File: config.mk
export PLATFORM = sky130hd
export DESIGN_NAME = uart_rx
export DESIGN_NICKNAME = d
export VERILOG_FILES = /design/src/rtl/uart_rx.sv
export SDC_FILE = /design/constraint.sdc
export NUM_CORES = 1
export LEC_CHECK = 0
export CORE_MARGIN = 5
export CORE_UTILIZATION = 45
export DETAILED_ROUTE_END_ITERATION = 10
export GPL_TIMING_DRIVEN = 0
export PLACE_DENSITY = 0.65
export SYNTH_ARGS = -nofsm -noshare
export SYNTH_HDL_FRONTEND = slang
export SYNTH_SLANG_ARGS = --single-unit
File: constraint.sdc
create_clock -name CLK -period 1.8 [get_ports CLK]
set_clock_uncertainty 0.1 [all_clocks]
set_input_delay 0.18 -clock CLK [delete_from_list [all_inputs] [get_ports CLK]]
set_output_delay 0.18 -clock CLK [all_outputs]
set_load 0.03 [all_outputs]
File: src/rtl/uart_rx.sv
// Oversampling UART receiver: 2-flop synchroniser, 3-sample majority per bit,
// optional parity, registered word/valid/error pulses.
module uart_rx #(
  parameter int unsigned DATA_LENGTH = 8,
  parameter int unsigned OVERSAMPLE  = 8
) (
  input  logic                   CLK,
  input  logic                   RST,
  input  logic                   RX_IN,
  input  logic                   PAR_EN,
  input  logic                   PAR_TYP,
  output logic [DATA_LENGTH-1:0] P_DATA,
  output logic                   DATA_VALID,
  output logic                   PAR_ERR,
  output logic                   STP_ERR,
  output logic                   BUSY
);

  localparam int unsigned CNT_W = (OVERSAMPLE > 1) ? $clog2(OVERSAMPLE) : 1;
  localparam int unsigned BIT_W = (DATA_LENGTH > 1) ? $clog2(DATA_LENGTH) : 1;

  localparam logic [CNT_W-1:0] OFS_S0   = CNT_W'(OVERSAMPLE / 2 - 1);
  localparam logic [CNT_W-1:0] OFS_S1   = CNT_W'(OVERSAMPLE / 2);
  localparam logic [CNT_W-1:0] OFS_DEC  = CNT_W'(OVERSAMPLE / 2 + 1);
  localparam logic [CNT_W-1:0] OFS_LAST = CNT_W'(OVERSAMPLE - 1);
  localparam logic [BIT_W-1:0] BIT_LAST = BIT_W'(DATA_LENGTH - 1);

  typedef enum logic [2:0] {IDLE, START, DATA, PARITY, STOP} state_t;

  state_t                 state_q, state_d;
  logic                   rx_meta_q, rx_s_q;
  logic [CNT_W-1:0]       cnt_q, cnt_d;
  logic [BIT_W-1:0]       bit_q, bit_d;
  logic                   s0_q, s0_d, s1_q, s1_d;
  logic [DATA_LENGTH-1:0] shreg_q, shreg_d;
  logic                   par_en_q, par_en_d, par_typ_q, par_typ_d;
  logic                   par_fail_q, par_fail_d;
  logic                   stop_bad_q, stop_bad_d;
  logic                   done_q, done_d;
  logic                   maj_c, last_c, dec_c, exp_par_c, good_c;

  // Two-flop synchroniser for the asynchronous line, idling high.
  always_ff @(posedge CLK) begin
    if (RST) begin
      rx_meta_q <= 1'b1;
      rx_s_q    <= 1'b1;
    end else begin
      rx_meta_q <= RX_IN;
      rx_s_q    <= rx_meta_q;
    end
  end

  // Majority of the two earlier samples and the current one; decision helpers.
  always_comb begin
    maj_c     = (s0_q & s1_q) | (s0_q & rx_s_q) | (s1_q & rx_s_q);
    last_c    = (cnt_q == OFS_LAST);
    dec_c     = (cnt_q == OFS_DEC);
    exp_par_c = (^shreg_q) ^ par_typ_q;
    good_c    = done_q & ~stop_bad_q & ~par_fail_q;
  end

  // Next-state and datapath updates; cnt_q is the offset of the current edge within the bit.
  always_comb begin
    state_d    = state_q;
    cnt_d      = cnt_q;
    bit_d      = bit_q;
    s0_d       = s0_q;
    s1_d       = s1_q;
    shreg_d    = shreg_q;
    par_en_d   = par_en_q;
    par_typ_d  = par_typ_q;
    par_fail_d = par_fail_q;
    stop_bad_d = stop_bad_q;
    done_d     = 1'b0;

    if (state_q != IDLE) begin
      cnt_d = last_c ? '0 : cnt_q + CNT_W'(1);
      if (cnt_q == OFS_S0) s0_d = rx_s_q;
      if (cnt_q == OFS_S1) s1_d = rx_s_q;
    end

    case (state_q)
      IDLE: begin
        if (!rx_s_q) begin
          state_d    = START;
          cnt_d      = CNT_W'(1);
          bit_d      = '0;
          par_en_d   = PAR_EN;
          par_typ_d  = PAR_TYP;
          par_fail_d = 1'b0;
          stop_bad_d = 1'b0;
        end
      end
      START: begin
        if (dec_c && maj_c) begin
          state_d = IDLE;
          cnt_d   = '0;
        end else if (last_c) begin
          state_d = DATA;
        end
      end
      DATA: begin
        if (dec_c) shreg_d[bit_q] = maj_c;
        if (last_c) begin
          if (bit_q == BIT_LAST) state_d = par_en_q ? PARITY : STOP;
          else                   bit_d   = bit_q + BIT_W'(1);
        end
      end
      PARITY: begin
        if (dec_c && (maj_c != exp_par_c)) par_fail_d = 1'b1;
        if (last_c) state_d = STOP;
      end
      STOP: begin
        if (dec_c) begin
          stop_bad_d = ~maj_c;
          done_d     = 1'b1;
          state_d    = IDLE;
          cnt_d      = '0;
        end
      end
      default: state_d = IDLE;
    endcase
  end

  // State and datapath registers.
  always_ff @(posedge CLK) begin
    if (RST) begin
      state_q    <= IDLE;
      cnt_q      <= '0;
      bit_q      <= '0;
      s0_q       <= 1'b1;
      s1_q       <= 1'b1;
      shreg_q    <= '0;
      par_en_q   <= 1'b0;
      par_typ_q  <= 1'b0;
      par_fail_q <= 1'b0;
      stop_bad_q <= 1'b0;
      done_q     <= 1'b0;
    end else begin
      state_q    <= state_d;
      cnt_q      <= cnt_d;
      bit_q      <= bit_d;
      s0_q       <= s0_d;
      s1_q       <= s1_d;
      shreg_q    <= shreg_d;
      par_en_q   <= par_en_d;
      par_typ_q  <= par_typ_d;
      par_fail_q <= par_fail_d;
      stop_bad_q <= stop_bad_d;
      done_q     <= done_d;
    end
  end

  // Registered outputs; frame result pulses one cycle after the stop decision.
  always_ff @(posedge CLK) begin
    if (RST) begin
      P_DATA     <= '0;
      DATA_VALID <= 1'b0;
      PAR_ERR    <= 1'b0;
      STP_ERR    <= 1'b0;
      BUSY       <= 1'b0;
    end else begin
      DATA_VALID <= good_c;
      PAR_ERR    <= done_q & par_fail_q;
      STP_ERR    <= done_q & stop_bad_q;
      BUSY       <= (state_d != IDLE);
      if (good_c) P_DATA <= shreg_q;
    end
  end

endmodule

# Yosys cells after proc, flatten, opt, wreduce, memory -nomap -nowiden
# Cells that the tools add are included.
[op_classes]
addsub = 2
magnitude_cmp = 2
n_eq_ne = 15
muxes = 28
bitwise_logic = 15
reduce_logical = 18
[ops]
columns = ["operator", "count"]
rows = [
  ["two-way mux 3 bit", 16],
  ["== test 3 bit (second input constant)", 5],
  ["case mux 3 bit (5 select lines)", 1],
  ["!= test 2 bit (second input constant)", 5],
  ["== test 3 x 2 -> 1 bit (second input constant)", 3],
  ["case mux 3 bit (3 select lines)", 1],
  ["bitwise mux 8 bit", 1],
  ["AND reduction 2 bit", 4],
  ["XOR reduction 8 bit", 1],
  ["bitwise AND 1 bit", 7],
  ["adder 3 x 1 -> 3 bit (second input constant)", 2],
  ["case mux 3 bit (2 select lines)", 1],
  ["AND reduction 3 bit", 2],
  ["nonzero test 2 bit", 3],
  ["nonzero test 3 bit", 2],
  ["two-way mux 1 bit", 5],
  ["NOT 1 bit", 5],
  ["less-than comparator 3 x 4 -> 1 bit (second input constant)", 1],
  ["case mux 1 bit (2 select lines)", 2],
  ["AND reduction 4 bit", 1],
  ["demux 1 bit (select 3 bit)", 1],
  ["== test 3 x 1 -> 1 bit (second input constant)", 1],
  ["greater-or-equal comparator 3 x 1 -> 1 bit (second input constant)", 1],
  ["logical AND 1 bit", 3],
  ["5 further kinds", 6],
]
[totals]
reg_bits = 38
input_bits = 5
out_inout_bits = 12
wordCells = 98

# Depth between registers and ports, before layout
[logic_depth]
word_depth = 7
mapped_depth = 7
depth_no_buf = 6

# Worst setup path after synthesis
# No wires, ideal clock.
[synth_timing]
kind = "flip-flop to flip-flop"
start = "register cnt_q[0]"
end = "register bit_q[1]"
setup_ns = 0.065
arrival_time_ns = 1.737
t_required_ns = 1.635
path_slack_ns = -0.102
stages_incl_launch_ff = 7
path_buffers = 0
synth_period_minus_slack_ns = 1.902
cell_sequence = "dfxtp_1 -> ha_1 -> ha_1 -> and3b_1 -> o21ai_0 -> mux2_2 -> nor2_1"
[synth_between]
elab_chain_cells = 3
[synth_lines]
columns = ["element", "line_no", "rtl"]
rows = [
  ["start, declared", "32", "logic [CNT_W-1:0] cnt_q, cnt_d;"],
  ["start signal, assigned", "141", "cnt_q <= cnt_d;"],
  ["== test 3 bit", "56", "last_c = (cnt_q == OFS_LAST);"],
  ["!= test 2 bit (no line)", "-", ""],
  ["AND reduction 4 bit (no line)", "-", ""],
  ["end signal, assigned", "142", "bit_q <= bit_d;"],
  ["end, declared", "33", "logic [BIT_W-1:0] bit_q, bit_d;"],
]
# No other way between the ends.
# A chain may end at the register's enable or synchronous reset.

# Worst setup path in the final report
[layout_timing]
start = "register cnt_q[0]"
end = "register bit_q[2]"
# Same word-level chain as after synthesis.

==> key figures <==
Outcome
  – Status: finished, final reports clean

Clock network
  – CTS tree: done
  – TritonCTS Buffers: 5
  – Worst-Skew Late Latency: slightly below 0.3 ns
  – Bufs on Longest Clock Path: 2
  – Reg clk slew, reported paths: 0.08 ns
  – Clock Sinks: 38
  – H-Tree Depth: 2
  – Clock Tree Root: clkbuf_8

Logic synthesis
  – Number of synthesized flops with an enable pin: 0
  – Syn Area/Cell: 9.24 um^2
  – Post-Syn Nets: around 210
  – Post-synth top area cell: dfxtp_1
  – Synth Register Bits: 38
  – Seq/Total Area, Yosys: 42.6%
  – Cell variety after synth: 44
  – Top cell type's share of synthesized area: 42.6%
  – Synth warn: 0
  – Area contributors post-synth: dfxtp_1, mux2i_1, nor2_1
  – Mapped cell area: roughly 1800 um^2
  – Gate Count Post-Synth: 193
  – Top FF cell, synth: dfxtp_1
  – Fraction of registers with async set or reset after synthesis: 0%

Global route
  – First-pass GRT wire length: 6480 um
  – Total gr overflow: 0
  – Total track usage: 15.7%
  – Vias in the first global route: about 1,500
  – Initial antenna violation count: 0
  – Largest net degree at the start of global routing: 13

Place
  – GPL Wtd Cong: around 0.88
  – PortBufs: 15
  – Inst Count DP: 256
  – DP HPWL: 2620 um

Timing
  – Fin crit share: between 90% and 100%
  – Fmax: 0.574 GHz
  – Pins Over Slew Limit: 0
  – Final hold violation count: 0
  – Setup TNS: 0 ns
  – Slew margin rel.: about two thirds
  – Fin Hold WS: 0.191 ns
  – Worst-margin pin slew: 0.489 ns
  – Crit path time final: 1.74 ns
  – RSZ-0062 raised after global routing: true
  – Setup violators final: 0

Route
  – Routed Antenna Nets: 0
  – Vias: 1,433
  – Initial drt markers: 52
  – Vias per inst: 5.41
  – WL per Instance: 13.8 um
  – Detailed-router iteration count before antenna repair: 4
  – Final wirelength: 3660 um
  – Remaining routing DRC violations: 0

Power
  – P_int: between 1 and 1.5 mW
  – Switching part of the total: 22.6%
  – Pwr Density: 714 nW/um^2
  – Logic pwr share: under 10%
  – Clock share of power: 39.1%
  – Switching power: 0.348 mW
  – Sequential power share: 55.7%
  – Worst-case vdd ir drop: between 0.4 and 0.5 mV
  – Lkg Pwr: 0.840 nW

Worst setup path
  – Slowest Stage Delay on Critical Path: approximately 0.36 ns
  – Req. time, crit path: 1.87 ns
  – Critical Path Source Type: flop
  – Critical path type: reg -> reg
  – Crit-path slowest cell: dfxtp_1
  – Worst Path Max Fanout: 7
  – CP cell instances: ha_1, ha_4, and3b_1, o21ai_2, buf_4, mux2i_1, nor2_1
  – Critical path arrival: 1.81 ns
  – Crit. End Element: flop

Final layout
  – Layout cell share with drive strength beyond 1: 14.7%
  – Antenna diodes: 0
  – Final net count: 228
  – Non-Filler Instances: roughly 270
  – P&R area growth vs syn: 20.5%

Min path
  – Min-delay worst type: in -> reg

Die
  – Die height: 73.0 um
  – I/O pins: 17
  – Die X-Extent: 73.0 um
  – Die area: approximately 5300 um^2
  – Starting density of the core: between 40% and 50%
  – Core Box Area: between 3000 and 4000 um^2
  – Rows: 22

Run
  – Max Cap Viol: 0
-- sequential cells by signal, indices dropped and copies added (netlist names) --
| name | flops |
|---|---|
| BUSY | 1 |
| DATA_VALID | 1 |
| PAR_ERR | 1 |
| P_DATA | 8 |
| STP_ERR | 1 |
| bit_q | 3 |
| cnt_q | 3 |
| done_q | 1 |
| par_en_q | 1 |
| par_fail_q | 1 |
| par_typ_q | 1 |
| rx_meta_q | 1 |
| rx_s_q | 1 |
| s0_q | 1 |
| s1_q | 1 |
| shreg_q | 8 |
| state_q | 3 |
| stop_bad_q | 1 |
-- placed cells by master, fill, tap and decap left out, drive strengths merged, types with 3 or more instances in the layout --
cell type       n
dfxtp          38
nor2           31
mux2i          20
clkdlybuf4s50  15
clkbuf         11
inv             9
nand2           8
ha              7
buf             7
nand4           6
nand3           6
xnor2           6
o21ai           6
nor2b           4
a21oi           4
or2             3
nor3b           3
-- routing by layer --
metal | wire length (um) | GRT usage [%] | share of wire [%]
met1 | 1570 | 17.4 | 43
met2 | 1830 | 26.7 | 50
met3 | 181 | 5.10 | 4.9
met4 | 74 | 7.79 | 2.0
met5 | 0 | 0 | 0
-- layout make-up --
cell class | count | area (um^2)
plain buffers | 11 | 55.1
clock buffers | 6 | 82.6
clock inverters | 2 | 12.5
fillers | 346 | 1590
inverters | 9 | 33.8
multi-input cells | 135 | 983
flip-flops and latches | 38 | 766
well taps | 48 | 60.1
repair buffers | 16 | 158
-- power by group through the flow --
| stage | logic, mW | registers [mW] | clock network (mW) |
|---|---|---|---|
| 2_1_floorplan | 0.0499 | 0.877 | 0 |
| 3_3_place_gp | 0.0737 | 0.876 | 0 |
| 3_5_place_dp | 0.0759 | 0.876 | 0 |
| 4_1_cts | 0.0786 | 0.856 | 0.626 |
| 5_1_grt | 0.0895 | 0.856 | 0.668 |
| 6_report | 0.0801 | 0.855 | 0.601 |
-- path summary, 6_finish.rpt --
path / from / endpoint / slack [ns] / depth (start not counted)
hold / removal: RST / DATA_VALID / 0.19 / 2
setup / recovery: cnt_q[0] / bit_q[2] / 0.06 / 7
setup reg to reg: cnt_q[0] / bit_q[2] / 0.06 / 7
hold reg to reg: rx_meta_q / rx_s_q / 0.32 / 1
-- metrics by stage --
step                utilization, %  power (mW)  worst slack, ns  instance area, um^2
detailed placement            53.3       0.952           -0.181                 1990
global placement              53.3       0.949           -0.131                 1990
global route                  57.5        1.61          -0.0524                 2150
finish                        57.5        1.54           0.0589                 2150
floorplan                        -       0.927          0.00921                 1780
CTS                           56.4        1.56           0.0162                 2110
-- critical path: cells and delay by family, from the launching register on --
| kind | cells | cell delay, ns |
|---|---|---|
| flip-flops | 1 | 0.36 |
| buffers and inverters | 1 | 0.15 |
| AND/OR/NAND/NOR | 2 | 0.22 |
| multiplexers | 1 | 0.17 |
| AO/OA/AOI/OAI | 1 | 0.16 |
| adder cells (fa/ha/maj) | 2 | 0.46 |
-- synth_stat cells, types with 3 or more instances --
master and instances:
nand3_1 6, nand4_1 6, dfxtp_1 38, nor2b_1 4
xnor2_1 6, ha_1 7, o21ai_0 4, a21oi_1 4
nand2_1 8, or2_2 3, clkbuf_1 5, inv_1 9
buf_2 4, nor2_1 31, mux2i_1 20
-- kinds of logic (layout without fill, tap and decap cells) --
| logic type | count (synthesis) | count (layout) | share of synthesized area [%] |
|---|---|---|---|
| multiplexers | 22 | 22 | 12.5 |
| AND/OR/NAND/NOR | 74 | 74 | 21.0 |
| XOR/XNOR | 8 | 8 | 4.70 |
| buffers and inverters | 20 | 44 | 4.91 |
| adder cells (fa/ha/maj) | 8 | 8 | 5.54 |
| AO/OA/AOI/OAI | 23 | 23 | 8.77 |
| flip-flops | 38 | 38 | 42.6 |
-- what timing repair did --
item,CTS,global route
buffers inserted,1,0
hold buffers,0,0
gates resized for setup,3,12
pin swaps,2,0
cloned,0,0
endpoints found under the setup margin,6,14
Power figures use the tool's default switching activity.
